--- config.mk ---
export PLATFORM = sky130hd
export DESIGN_NAME = mem_arbiter_flat
export DESIGN_NICKNAME = d
export VERILOG_FILES = /design/src/rtl/mem_arb_pkg.sv /design/src/rtl/mem_arb_if.sv /design/src/rtl/mem_byte_seq.sv /design/src/rtl/mem_arbiter.sv /design/src/flat_wrapper.sv
export SDC_FILE = /design/constraint.sdc
export NUM_CORES = 1
export LEC_CHECK = 0
export ABC_AREA = 1
export CAP_MARGIN = 10
export CORE_ASPECT_RATIO = 1.1
export CORE_MARGIN = 5
export CORE_UTILIZATION = 53
export DETAILED_ROUTE_END_ITERATION = 6
export PLACE_DENSITY_LB_ADDON = 0.05
export SYNTH_ARGS = -nofsm -noshare
export SYNTH_HDL_FRONTEND = slang
export SYNTH_HIERARCHICAL = 1
export SYNTH_SLANG_ARGS = --single-unit
--- constraint.sdc ---
create_clock -name clk -period 6.38 [get_ports clk]
set_input_delay 1.914 -clock clk [delete_from_list [all_inputs] [get_ports clk]]
set_output_delay 1.914 -clock clk [all_outputs]
set_load 0.01 [all_outputs]
--- src/rtl/mem_arb_pkg.sv ---
// Shared types and helpers for the byte-wide RAM port arbiter.
// Holds the state encoding, size codes and address/length helpers.
package mem_arb_pkg;

    localparam logic [1:0] S_IDLE  = 2'd0;
    localparam logic [1:0] S_IC_RD = 2'd1;
    localparam logic [1:0] S_LS_RD = 2'd2;
    localparam logic [1:0] S_LS_WR = 2'd3;

    localparam logic [1:0] SIZE_B = 2'd0;
    localparam logic [1:0] SIZE_H = 2'd1;
    localparam logic [1:0] SIZE_W = 2'd2;

    typedef enum logic {
        G_IC,
        G_LS
    } grant_t;

    function automatic logic is_io(input logic [31:0] a, input logic [1:0] hi);
        return a[17:16] == hi;
    endfunction

    function automatic logic [2:0] size_to_len(input logic [1:0] s);
        unique case (s)
            SIZE_B:  return 3'd1;
            SIZE_H:  return 3'd2;
            default: return 3'd4;
        endcase
    endfunction

endpackage

--- src/rtl/mem_arb_if.sv ---
// Request, response and RAM-side signals of the memory arbiter.
// master is the arbiter's view, slave the environment's view.
interface mem_arb_if #(
    parameter int LINE_BYTES = 16
);
    logic                    rdy;
    logic                    flush;
    logic                    ic_req;
    logic [31:0]             ic_addr;
    logic                    ic_done;
    logic [8*LINE_BYTES-1:0] ic_line;
    logic                    ls_req;
    logic                    ls_we;
    logic [1:0]              ls_size;
    logic [31:0]             ls_addr;
    logic [31:0]             ls_wdata;
    logic                    ls_done;
    logic [31:0]             ls_rdata;
    logic [7:0]              mem_din;
    logic [7:0]              mem_dout;
    logic [31:0]             mem_a;
    logic                    mem_wr;
    logic                    io_buffer_full;

    modport master (
        input  rdy, flush, ic_req, ic_addr,
        input  ls_req, ls_we, ls_size, ls_addr, ls_wdata,
        input  mem_din, io_buffer_full,
        output ic_done, ic_line, ls_done, ls_rdata,
        output mem_dout, mem_a, mem_wr
    );

    modport slave (
        output rdy, flush, ic_req, ic_addr,
        output ls_req, ls_we, ls_size, ls_addr, ls_wdata,
        output mem_din, io_buffer_full,
        input  ic_done, ic_line, ls_done, ls_rdata,
        input  mem_dout, mem_a, mem_wr
    );

endinterface

--- src/rtl/mem_byte_seq.sv ---
// Byte sequencer: issue counter, address generation and read-return tracking.
// A freeze rewinds issue to the first byte not yet received.
module mem_byte_seq #(
    parameter int MAX_LEN = 16
) (
    input  logic                           clk,
    input  logic                           rst,
    input  logic                           rdy,
    input  logic                           start,
    input  logic [31:0]                    start_addr,
    input  logic                           rd_en,
    input  logic                           wr_adv,
    input  logic [$clog2(MAX_LEN):0]       len,
    output logic [31:0]                    addr,
    output logic [$clog2(MAX_LEN):0]       cnt,
    output logic                           rd_stb,
    output logic [$clog2(MAX_LEN):0]       rd_idx
);
    localparam int CW = $clog2(MAX_LEN) + 1;

    logic [31:0]   base;
    logic [CW-1:0] rcv;
    logic          pend;
    logic          rdy_q;

    assign addr   = base + {{(32-CW){1'b0}}, cnt};
    assign rd_idx = rcv;
    assign rd_stb = rd_en & rdy & rdy_q & pend;

    always_ff @(posedge clk) begin
        if (rst) begin
            base  <= '0;
            cnt   <= '0;
            rcv   <= '0;
            pend  <= 1'b0;
            rdy_q <= 1'b0;
        end else begin
            rdy_q <= rdy;
            if (rdy) begin
                if (start) begin
                    base <= start_addr;
                    cnt  <= '0;
                    rcv  <= '0;
                    pend <= 1'b0;
                end else if (rd_en) begin
                    // mem_din no longer matches after a freeze
                    if (!rdy_q) begin
                        cnt  <= rcv;
                        pend <= 1'b0;
                    end else begin
                        pend <= (cnt < len);
                        if (cnt < len)
                            cnt <= cnt + 1'b1;
                        if (pend)
                            rcv <= rcv + 1'b1;
                    end
                end else begin
                    pend <= 1'b0;
                    if (wr_adv)
                        cnt <= cnt + 1'b1;
                end
            end
        end
    end

endmodule

--- src/rtl/mem_arbiter.sv ---
// Round-robin arbiter of the byte-wide RAM port between i-cache fills
// and the load/store buffer; assembles read data little-endian.
module mem_arbiter
    import mem_arb_pkg::*;
#(
    parameter int         LINE_BYTES = 16,
    parameter logic [1:0] IO_HI      = 2'b11
) (
    input  logic      clk,
    input  logic      rst,
    mem_arb_if.master bus
);
    localparam int CW = $clog2(LINE_BYTES) + 1;

    logic [1:0]              state;
    grant_t                  last_grant;
    logic [CW-1:0]           len;
    logic [31:0]             wdata_q;
    logic                    ic_done_q;
    logic                    ls_done_q;
    logic [8*LINE_BYTES-1:0] line_q;
    logic [31:0]             rdata_q;

    logic [31:0]   addr;
    logic [CW-1:0] cnt;
    logic          rd_stb;
    logic [CW-1:0] rd_idx;

    logic        ic_ok;
    logic        pick_ls;
    logic        pick_ic;
    logic        start;
    logic [31:0] start_addr;
    logic        rd_en;
    logic        stall;
    logic        wr_adv;
    logic        rd_last;
    logic        wr_last;
    logic [31:0] wsh;

    always_comb begin
        ic_ok      = bus.ic_req & ~bus.flush;
        pick_ls    = bus.ls_req & (~ic_ok | (last_grant == G_IC));
        pick_ic    = ic_ok & ~pick_ls;
        start      = (state == S_IDLE) & ~(ic_done_q | ls_done_q)
                   & (pick_ls | pick_ic);
        start_addr = pick_ls ? bus.ls_addr : bus.ic_addr;
        rd_en      = (state == S_IC_RD) | (state == S_LS_RD);
        stall      = (state == S_LS_WR) & is_io(addr, IO_HI)
                   & bus.io_buffer_full;
        wr_adv     = (state == S_LS_WR) & ~stall;
        rd_last    = rd_stb & (rd_idx == len - CW'(1));
        wr_last    = wr_adv & (cnt == len - CW'(1));
        wsh        = wdata_q >> {cnt[1:0], 3'b000};
    end

    assign bus.mem_a    = addr;
    assign bus.mem_wr   = wr_adv & bus.rdy;
    assign bus.mem_dout = wsh[7:0];
    assign bus.ic_done  = ic_done_q;
    assign bus.ls_done  = ls_done_q;
    assign bus.ic_line  = line_q;
    assign bus.ls_rdata = rdata_q;

    mem_byte_seq #(
        .MAX_LEN (LINE_BYTES)
    ) u_seq (
        .clk        (clk),
        .rst        (rst),
        .rdy        (bus.rdy),
        .start      (start),
        .start_addr (start_addr),
        .rd_en      (rd_en),
        .wr_adv     (wr_adv),
        .len        (len),
        .addr       (addr),
        .cnt        (cnt),
        .rd_stb     (rd_stb),
        .rd_idx     (rd_idx)
    );

    always_ff @(posedge clk) begin
        if (rst) begin
            state      <= S_IDLE;
            last_grant <= G_IC;
            len        <= '0;
            wdata_q    <= '0;
            ic_done_q  <= 1'b0;
            ls_done_q  <= 1'b0;
            line_q     <= '0;
            rdata_q    <= '0;
        end else if (bus.rdy) begin
            ic_done_q <= 1'b0;
            ls_done_q <= 1'b0;
            unique case (state)
                S_IDLE: begin
                    if (start && pick_ls) begin
                        last_grant <= G_LS;
                        len        <= CW'(size_to_len(bus.ls_size));
                        wdata_q    <= bus.ls_wdata;
                        state      <= bus.ls_we ? S_LS_WR : S_LS_RD;
                        if (!bus.ls_we)
                            rdata_q <= '0;
                    end else if (start) begin
                        last_grant <= G_IC;
                        len        <= CW'(LINE_BYTES);
                        state      <= S_IC_RD;
                    end
                end
                S_IC_RD: begin
                    // a flush drops the byte returning this cycle
                    if (bus.flush) begin
                        state <= S_IDLE;
                    end else if (rd_stb) begin
                        line_q[{rd_idx, 3'b000} +: 8] <= bus.mem_din;
                        if (rd_last) begin
                            ic_done_q <= 1'b1;
                            state     <= S_IDLE;
                        end
                    end
                end
                S_LS_RD: begin
                    if (rd_stb) begin
                        rdata_q[{rd_idx[1:0], 3'b000} +: 8] <= bus.mem_din;
                        if (rd_last) begin
                            ls_done_q <= 1'b1;
                            state     <= S_IDLE;
                        end
                    end
                end
                S_LS_WR: begin
                    if (wr_last) begin
                        ls_done_q <= 1'b1;
                        state     <= S_IDLE;
                    end
                end
                default: state <= S_IDLE;
            endcase
        end
    end

endmodule
--- src/flat_wrapper.sv ---
// flat-port wrapper written by rule: the top's interface ports become plain ports
module mem_arbiter_flat import mem_arb_pkg::*;
#(
    parameter int         LINE_BYTES = 16,
    parameter logic [1:0] IO_HI      = 2'b11
)
  (clk, rst, bus_rdy, bus_flush, bus_ic_req, bus_ic_addr, bus_ls_req, bus_ls_we, bus_ls_size, bus_ls_addr, bus_ls_wdata, bus_mem_din, bus_io_buffer_full, bus_ic_done, bus_ic_line, bus_ls_done, bus_ls_rdata, bus_mem_dout, bus_mem_a, bus_mem_wr);
  mem_arb_if #(.LINE_BYTES(LINE_BYTES)) bus_i ();
  input  logic clk;
  input  logic rst;
  input wire logic [$bits(bus_i.rdy)-1:0] bus_rdy;
  input wire logic [$bits(bus_i.flush)-1:0] bus_flush;
  input wire logic [$bits(bus_i.ic_req)-1:0] bus_ic_req;
  input wire logic [$bits(bus_i.ic_addr)-1:0] bus_ic_addr;
  input wire logic [$bits(bus_i.ls_req)-1:0] bus_ls_req;
  input wire logic [$bits(bus_i.ls_we)-1:0] bus_ls_we;
  input wire logic [$bits(bus_i.ls_size)-1:0] bus_ls_size;
  input wire logic [$bits(bus_i.ls_addr)-1:0] bus_ls_addr;
  input wire logic [$bits(bus_i.ls_wdata)-1:0] bus_ls_wdata;
  input wire logic [$bits(bus_i.mem_din)-1:0] bus_mem_din;
  input wire logic [$bits(bus_i.io_buffer_full)-1:0] bus_io_buffer_full;
  output wire logic [$bits(bus_i.ic_done)-1:0] bus_ic_done;
  output wire logic [$bits(bus_i.ic_line)-1:0] bus_ic_line;
  output wire logic [$bits(bus_i.ls_done)-1:0] bus_ls_done;
  output wire logic [$bits(bus_i.ls_rdata)-1:0] bus_ls_rdata;
  output wire logic [$bits(bus_i.mem_dout)-1:0] bus_mem_dout;
  output wire logic [$bits(bus_i.mem_a)-1:0] bus_mem_a;
  output wire logic [$bits(bus_i.mem_wr)-1:0] bus_mem_wr;
  assign bus_i.rdy = bus_rdy;
  assign bus_i.flush = bus_flush;
  assign bus_i.ic_req = bus_ic_req;
  assign bus_i.ic_addr = bus_ic_addr;
  assign bus_i.ls_req = bus_ls_req;
  assign bus_i.ls_we = bus_ls_we;
  assign bus_i.ls_size = bus_ls_size;
  assign bus_i.ls_addr = bus_ls_addr;
  assign bus_i.ls_wdata = bus_ls_wdata;
  assign bus_i.mem_din = bus_mem_din;
  assign bus_i.io_buffer_full = bus_io_buffer_full;
  assign bus_ic_done = bus_i.ic_done;
  assign bus_ic_line = bus_i.ic_line;
  assign bus_ls_done = bus_i.ls_done;
  assign bus_ls_rdata = bus_i.ls_rdata;
  assign bus_mem_dout = bus_i.mem_dout;
  assign bus_mem_a = bus_i.mem_a;
  assign bus_mem_wr = bus_i.mem_wr;
  mem_arbiter #(.LINE_BYTES(LINE_BYTES), .IO_HI(IO_HI)) u_core (.clk(clk), .rst(rst), .bus(bus_i));
endmodule
* After elaboration in Yosys (flattened, before gate mapping) *
Cells that the tools add are included.

storage, ports and cells
  output and inout port bits = 203
  word-level logic and storage cells = 117
  bits in registers = 246
  bits of input ports = 114

operators by class
  reductions and logical operators = 17
  $lt $le $gt $ge = 1
  add/sub/neg operators = 6
  bitwise operators = 24
  equal/unequal tests = 13
  shift-type cells = 5
  mux-type cells = 38

operators by type and width
  cell                                                                      count
  128-bit bitwise mux                                                       1
  32-bit two-way mux                                                        4
  8-bit by 10-bit variable shift with 128-bit output, first input constant  1
  8-bit by 10-bit indexed part select with 128-bit output                   1
  32-bit case mux with 2 select lines                                       1
  5-bit two-way mux                                                         11
  32-bit by 5-bit adder with 32-bit output                                  1
  32-bit bitwise mux                                                        1
  8-bit by 7-bit variable shift with 32-bit output, first input constant    1
  8-bit by 7-bit indexed part select with 32-bit output                     1
  32-bit by 5-bit >> shifter with 8-bit output                              1
  1-bit AND                                                                 14
  2-bit two-way mux                                                         6
  3-bit AND reduction                                                       4
  1-bit two-way mux                                                         11
  5-bit by 1-bit adder with 5-bit output, second input constant             2
  5-bit equality test                                                       2
  8-bit negation with 10-bit output                                         1
  2-bit nonzero test                                                        5
  2-bit case mux with 4 select lines                                        1
  4-bit AND reduction                                                       2
  5-bit negation with 7-bit output                                          1
  2-bit equality test, second input constant                                3
  1-bit inverter                                                            6
  15 further kinds                                                          22

* Logic depth before layout (Yosys ltp) *
Gate-level depths: netlist of the first run.

  depth after elaboration = 12
  mapped depth = 19
  mapped depth without buffers = 19

* Modules after synthesis *
Netlist of the first run, hierarchy kept.

by module, submodules not included
  module        times used  sequential area each (um^2)  cells each  area an instance (um^2)
  mem_arbiter   1           4,023.9                      1,266       8,937.3
  mem_byte_seq  1           880.8                        466         2,999.1

* Least setup slack after synthesis of the first run *
Ideal clock, no wire load.

  kind = input to output
  start = in bus_io_buffer_full
  end = out bus_mem_wr
  setup slack = 2.271 ns
  required time = 4.466 ns
  stages = 3
  data arrival time = 2.195 ns
  path buffers = 0
  path through = nand3_1 nand2_1 nor2_1

between the ends
  word-level cells in the longest chain between the ends = 4

ends and longest elaborated chain
  element          RTL line            RTL
  start, declared  flat_wrapper.sv:21  input wire logic [$bits(bus_i.io_buffer_full)-1:0] bus_io_buffer_full;
  1-bit AND        mem_arbiter.sv:50   & bus.io_buffer_full;
  1-bit inverter   mem_arbiter.sv:51   wr_adv = (state == S_LS_WR) & ~stall;
  1-bit AND        mem_arbiter.sv:51
  1-bit AND        mem_arbiter.sv:58   assign bus.mem_wr = wr_adv & bus.rdy;
  end, declared    flat_wrapper.sv:28  output wire logic [$bits(bus_i.mem_wr)-1:0] bus_mem_wr;

Every way passes these cells.

* Final worst setup path of the first run *
  start = in bus_rdy
  end = out bus_mem_wr

between the ends
  word-level cells in the longest chain between the ends = 1

ends and longest elaborated chain
  element          RTL line            RTL
  start, declared  flat_wrapper.sv:11  input wire logic [$bits(bus_i.rdy)-1:0] bus_rdy;
  1-bit AND        mem_arbiter.sv:58

Every way passes these cells.

==> flow_summary_export.csv, run 1 <==
group,metric,value,unit
outcome,outcome,"complete, no violations",
floorplan,row_count,57,
detailed_routing,dr.pass1.iters,6,
setup_path,worstSetupPathType,"input port to output port",
sta,hold_ws,0.441,ns
grt,grt_usage,26.5,%
cts,cts_tree,"built",
cts,clk_latency,0.53,ns
grt,grt_pass1_vias,11400,
cts,h-tree-depth,1,
setup_path,worstSetupEndpointType,"output port",
sta,fin_crit,5.42,ns
final_layout,filler_cell_count,1931,
setup_path,cp_common_cell,"clkdlybuf4s50_1",
pwr,ir_drop,220,µV
setup_path,cp_data_arrival_time,3.50,ns
synthesis,synth_edf_count,0,
sta,timing.final.crit_share,84.9,%
synthesis,syn_nets,1872,
setup_path,r2r_end,"u_core/bus.ic_line[36]$_SDFFE_PP0P_",
sta,rsz0062_at_grt,"false",
hold_path,worst_hold_path.endpoint,"u_core/bus.ic_line[51]$_SDFFE_PP0P_",
synthesis,seq_area_frac_synth,41.1,%
setup_path,cp_num_buf_inv,3,
detailed_routing,viasPerCell,5.24,
placement,portBuffers,316,
final_layout,syn2layout_area_growth,34.0,%
sta,relSlewSlack,32.7,%
sta,fmax,0.185,GHz
grt,met1_usage,32.2,%
synthesis,syn_area,11900,µm²
final_layout,finalInstanceArea,16000,µm²
floorplan,io_pins,317,
cts,clockBufferDepth,3,
grt,antenna_found_initial,1,
grt,grt_max_degree,88,
synthesis,synthCells,1732,
cts,cts-root-buf,"clkbuf_16",
hold_path,worstHoldPathCells,2,
flow_run,cap_violations,0,
floorplan,die_width,153,µm
setup_path,crit_path_start_kind,"input port",
detailed_routing,routedWlPerCell,15.6,µm
detailed_routing,drt_iter0_drc,738,
placement,place.gp.congestion,0.915,
placement,dpl_cell_area,15200,µm²
floorplan,start_util,54.0,%
hold_path,hold_class,"flip-flop to flip-flop",
floorplan,fp.coreArea,22100,µm²
setup_path,path_cells,"clkdlybuf4s50_1 > inv_1 > nor2_1 > clkdlybuf4s50_1",
grt,use_met2,47.2,%
setup_path,r2r_start,"u_core/u_seq/rd_idx[0]$_SDFFE_PP0P_",
sta,tns,0,ns
grt,grt.overflow.total,0,
detailed_routing,wl,36100,µm
setup_path,crit_required,4.47,ns
synthesis,ys_seq_elements,245,
cts,cts_resized,0,
setup_path,crit_fanout,8,
cts,cts_setup_buffers,0,
sta,final-hold-violation-count,0,
detailed_routing,remaining_drc_errors,0,
pwr,power.density,244,nW/µm²
synthesis,synth_ff_type,"dfxtp_1",
pwr,p_leak,0.00661,µW
synthesis,avgSynthCellArea,6.89,µm²
sta,tightest_slew,1.01,ns
sta,setup_viol,0,
hold_path,worstHoldStart,"u_core/bus.ic_line[51]$_SDFFE_PP0P_",
grt,met3_usage,4.10,%
grt,top_usage_layer,"met2",
sta,maxSlewViolCount,0,
pwr,total_power,3900,µW
cts,cts.clk_slew.worst_paths,0.06,ns
setup_path,slowest_delay,0.61,ns
cts,numCtsBuffers,25,
cts,numClockSinks,245,
setup_path,cp_top_family,"buffers and inverters",
grt,grt_pass1_wl,57400,µm
floorplan,die_h,167,µm
floorplan,fp.dieArea,25600,µm²
final_layout,multi_input_area,5860,µm²
setup_path,cp_slowest_cell,"clkdlybuf4s50_1",
sta,fin_skew,0.00973,ns
final_layout,drive_above_1_share,5.53,%
final_layout,final_nets,2146,
detailed_routing,antenna_violating_nets_post_route,0,
setup_path,rr_worst_depth,10,
placement,dp_hpwl,26800,µm
synthesis,async_flop_share,0,%
setup_path,r2r_setup_slack,2.48,ns
synthesis,ys_types,43,
final_layout,seq_area,4900,µm²
detailed_routing,vias,12200,
cts,cts_hold_buf,0,
synthesis,yosys_warnings,6,
[registers in the layout (all words and copies together) (netlist names)]
register / flops
u_core/u_seq/base: 32
u_core/len: 4
u_core/bus.ic_line: 128
u_core/u_seq/rd_idx: 5
u_core/state: 2
u_core/bus.ls_done: 1
u_core/u_seq/rdy_q: 1
u_core/bus.ic_done: 1
u_core/bus.ls_rdata: 32
u_core/u_seq/cnt: 5
u_core/u_seq/pend: 1
u_core/last_grant: 1
u_core/wdata_q: 32
[how the worst max path moves through the flow]
stage | slack [ns] | start | cells past startpoint | to
CTS | 0.99 | bus_rdy | 4 | bus_mem_wr
detailed placement | 1.01 | bus_rdy | 4 | bus_mem_wr
finish | 0.96 | bus_rdy | 4 | bus_mem_wr
global placement | 1.00 | bus_rdy | 4 | bus_mem_wr
global route | 0.78 | u_core/u_seq/cnt[1]$_SDFFE_PP0P_ | 11 | bus_mem_wr
floorplan | 2.27 | bus_io_buffer_full | 3 | bus_mem_wr
[worst reg2reg max path, cell delays in order, from the launching register on]
cell,delay [ns]
dfxtp_1,0.77
inv_1,0.47
ha_1,0.75
nor2_1,0.29
nand2_2,0.13
inv_2,0.13
nand3_1,0.16
nor3_2,0.60
inv_1,0.18
o21ai_0,0.23
nor2_1,0.07
[cells in the mapped netlist, types with 5 or more instances]
cell type | n | area share, %
dfxtp_1 | 245 | 41
nor2_1 | 248 | 7.8
nand4_1 | 11 | 0.58
buf_2 | 22 | 0.92
a21oi_1 | 165 | 6.9
xor2_1 | 22 | 1.6
nand3_1 | 64 | 2.7
nand2_2 | 12 | 0.63
nand2_1 | 300 | 9.4
inv_2 | 12 | 0.38
o21ai_1 | 5 | 0.21
clkbuf_1 | 48 | 1.5
inv_1 | 209 | 6.6
o21ai_0 | 204 | 8.6
a211oi_1 | 20 | 1.3
o22ai_1 | 8 | 0.42
ha_1 | 25 | 2.6
nor4_1 | 6 | 0.31
nor2_2 | 6 | 0.31
nor3_1 | 48 | 2.0
nor3_2 | 5 | 0.42
[cell type report]
class,instances,area share [%]
sequential,245,30.7
inverter,224,5.28
timing repair buffer,323,20.1
tap,295,2.31
clock buffer,37,4.69
clock inverter,8,0.344
multi-input combinational,1187,36.6
antenna,1,0.0156
[power breakdown]
part,internal [µW],switching (µW)
Sequential,1610,68.4
Combinational,356,442
Clock,816,608
Total,2780,1120
[stage by stage]
step	instances	setup WS [ns]	util, %
finish	2320	0.962	72.4
CTS	2319	0.995	72.3
floorplan	1732	2.27	-
global placement	2274	1.00	68.7
global route	2320	0.779	72.4
detailed placement	2274	1.01	68.7
[cells in the final DEF, fill, tap and decap left out, drive strengths merged, types with 3 or more instances in the layout]
cell type,count
dfxtp,245
a21oi,169
clkbuf,37
inv,222
nor4,6
nand4,13
xor2,22
a211oi,20
nor3,56
o22ai,8
nand3b,3
ha,25
and3,4
nand2,313
clkinv,10
clkdlybuf4s50,315
buf,8
o21ai,212
nand3,69
nor2,257
[layer usage]
metal	part of all wire, %	wire, µm
met1	41	14700
met2	49	17800
met3	6.4	2330
met4	3.5	1270
met5	0	0
[cells by family (layout without fill, tap and decap cells)]
family / Yosys count / after routing / share of synthesized area, %
and+or+nand+nor: 723 / 723 / 26.2
AOI/OAI and AO/OA: 413 / 413 / 18.2
buffers and inverters: 300 / 592 / 9.81
DFF: 245 / 245 / 41.1
adders and majority gates: 26 / 26 / 2.79
xor gates and xnor gates: 24 / 24 / 1.82
other: 1 / 2 / 0.0314
Note: power is estimated with default switching activity, not from simulation.
==> inputs of run 2 (changes only) <==
--- a/config.mk
+++ b/config.mk
@@ -9,7 +9,7 @@
 export CAP_MARGIN = 10
 export CORE_ASPECT_RATIO = 1.1
 export CORE_MARGIN = 5
-export CORE_UTILIZATION = 53
+export CORE_UTILIZATION = 44
 export DETAILED_ROUTE_END_ITERATION = 6
 export PLACE_DENSITY_LB_ADDON = 0.05
 export SYNTH_ARGS = -nofsm -noshare
==> constraint.sdc (replaced) <==
create_clock -name clk -period 4.9 [get_ports clk]
set_input_delay 1.47 -clock clk [delete_from_list [all_inputs] [get_ports clk]]
set_output_delay 1.47 -clock clk [all_outputs]
set_load 0.01 [all_outputs]
==> run 2 against run 1 <==
First-iteration DRC count grew 24%; clock-buffer cell count shrank 3; critical path depth grew 8; via count shrank 1.5%; largest power group unchanged.
==> flow_summary_export.csv, run 2 (synthesis gave the netlist of run 1 again) <==
group,metric,value,unit
detailed_routing,vias,12000,
cts,numCtsBuffers,26,
floorplan,die_h,183,µm
placement,place.gp.congestion,0.900,
flow_run,cap_violations,0,
sta,hold_ws,0.444,ns
hold_path,worstHoldStart,"u_core/bus.ic_line[77]$_SDFFE_PP0P_",
final_layout,final_core_util,60.5,%
floorplan,io_pins,317,
floorplan,fp.dieArea,30500,µm²
detailed_routing,viasPerCell,5.00,
detailed_routing,dr.pass1.iters,5,
grt,grt_pass1_wl,59400,µm
cts,h-tree-depth,1,
sta,timing.final.crit_share,93.8,%
detailed_routing,antenna_violating_nets_post_route,0,
final_layout,largest_reg_flops,128,
setup_path,r2r_start,"u_core/u_seq/rd_idx[0]$_SDFFE_PP0P_",
sta,rsz0062_at_grt,"false",
final_layout,final_cells,2393,
sta,fmax,0.218,GHz
sta,tns,0,ns
grt,grt_max_degree,96,
cts,cts-root-buf,"clkbuf_16",
cts,clockBufferDepth,3,
sta,final-hold-violation-count,0,
sta,fin_skew,0.0183,ns
hold_path,worstHoldPathCells,2,
floorplan,row_count,63,
placement,dp_hpwl,28100,µm
detailed_routing,drt_iter0_drc,914,
sta,relSlewSlack,34.6,%
hold_path,worst_hold_path.endpoint,"u_core/bus.ic_line[77]$_SDFFE_PP0P_",
floorplan,start_util,44.4,%
cts,numClockSinks,245,
pwr,power.density,328,nW/µm²
cts,cts_setup_buffers,0,
final_layout,drive_above_1_share,6.00,%
final_layout,final_nets,2158,
outcome,outcome,"complete, no violations",
detailed_routing,wl,37500,µm
placement,dpl_cell_area,15400,µm²
sta,tightest_slew,0.980,ns
cts,cts_tree,"built",
final_layout,layout_common_cells,"315 x clkdlybuf4s50_1, 300 x nand2_1, 248 x nor2_1",
grt,grt_pass1_vias,11400,
detailed_routing,routedWlPerCell,15.7,µm
pwr,p_leak,0.00670,µW
grt,grt.overflow.total,0,
floorplan,die_width,167,µm
setup_path,crit_required,3.43,ns
setup_path,worstSetupPathType,"flip-flop to output port",
final_layout,finalInstanceArea,16300,µm²
final_layout,syn2layout_area_growth,36.3,%
detailed_routing,remaining_drc_errors,0,
cts,cts_hold_buf,0,
sta,maxSlewViolCount,0,
cts,clk_latency,0.53,ns
final_layout,filler_cell_count,2546,
setup_path,rr_worst_depth,8,
pwr,ir_drop,293,µV
sta,fin_crit,4.60,ns
setup_path,cp_data_arrival_time,3.13,ns
setup_path,crit_fanout,5,
setup_path,r2r_setup_slack,1.12,ns
hold_path,hold_class,"flip-flop to flip-flop",
cts,cts.clk_slew.worst_paths,0.06,ns
setup_path,r2r_end,"u_core/bus.ls_rdata[21]$_SDFFE_PP0P_",
floorplan,fp.coreArea,26900,µm²
setup_path,crit_path_start_kind,"flip-flop",
grt,antenna_found_initial,1,
placement,post-place-cells,2347,
setup_path,worstSetupEndpointType,"output port",
sta,setup_viol,0,
final_layout,final_common_cell,"clkdlybuf4s50_1",
cts,cts_resized,0,
grt,grt_usage,23.3,%
placement,portBuffers,316,
[run 2: changes by cell type in the layout (fill, tap and decap cells not counted), moves of 4 or more]
| cell | previous run | this run |
|---|---|---|
| bufinv_16 | 0 | 5 |
| clkbuf_8 | 8 | 3 |
| clkinv_2 | 8 | 4 |
| buf_4 | 7 | 17 |
[run 2: worst max-delay path, stage by stage (launching register included)]
cell and delay, ns:
dfxtp_1 0.31, ha_1 0.24, fa_1 0.47, nand2_1 0.13, nand3_2 0.10, nand2_2 0.10, o21ai_2 0.10, nand2_1 0.09
xor2_1 0.27, nand3_1 0.15, nand2_1 0.11, nor2_1 0.05, clkdlybuf4s50_1 0.48
[run 2: cell type report]
type	count	area, µm²	share of cell area, %
timing repair buffer	334	3310	20.3
tap	357	447	2.74
sequential	245	4900	30.1
inverter	224	845	5.19
clock buffer	34	711	4.37
multi-input combinational	1187	5860	36.0
clock inverter	11	198	1.21
antenna	1	2.50	0.0154
[run 2: metrics by stage]
| step | setup slack (ns) | total power (µW) |
|---|---|---|
| after detailed placement | 0.706 | 3280 |
| after global routing | 0.0902 | 5610 |
| after CTS | 0.269 | 5380 |
| after floorplan | 1.48 | 2810 |
| final | 0.304 | 5330 |
| after global placement | 0.695 | 3280 |
[run 2: metal layers]
metal / up-vias / wire [µm] / GRT usage (%)
met5: - / 0 / 0
li1: 6174 / - / -
met2: 352 / 18000 / 40.8
met1: 5375 / 16000 / 29.3
met4: 0 / 1250 / 7.89
met3: 72 / 2160 / 3.73
[run 2: report_power, final]
part	leakage (µW)	internal, µW	switching (µW)
logic	0.00428	474	599
registers	0.00199	2100	79.7
clock network	0.000441	1280	802
total	0.00670	3850	1480
[run 2: worst max path at each step]
stage                            end  slack [ns]                             start
after floorplan           bus_mem_wr        1.48  u_core/u_seq/cnt[0]$_SDFFE_PP0P_
after global placement    bus_mem_wr        0.69                           bus_rdy
after detailed placement  bus_mem_wr        0.71                           bus_rdy
after CTS                 bus_mem_wr        0.27  u_core/u_seq/cnt[0]$_SDFFE_PP0P_
after global routing      bus_mem_wr        0.09  u_core/u_seq/cnt[2]$_SDFFE_PP0P_
final                     bus_mem_wr        0.30  u_core/u_seq/cnt[0]$_SDFFE_PP0P_
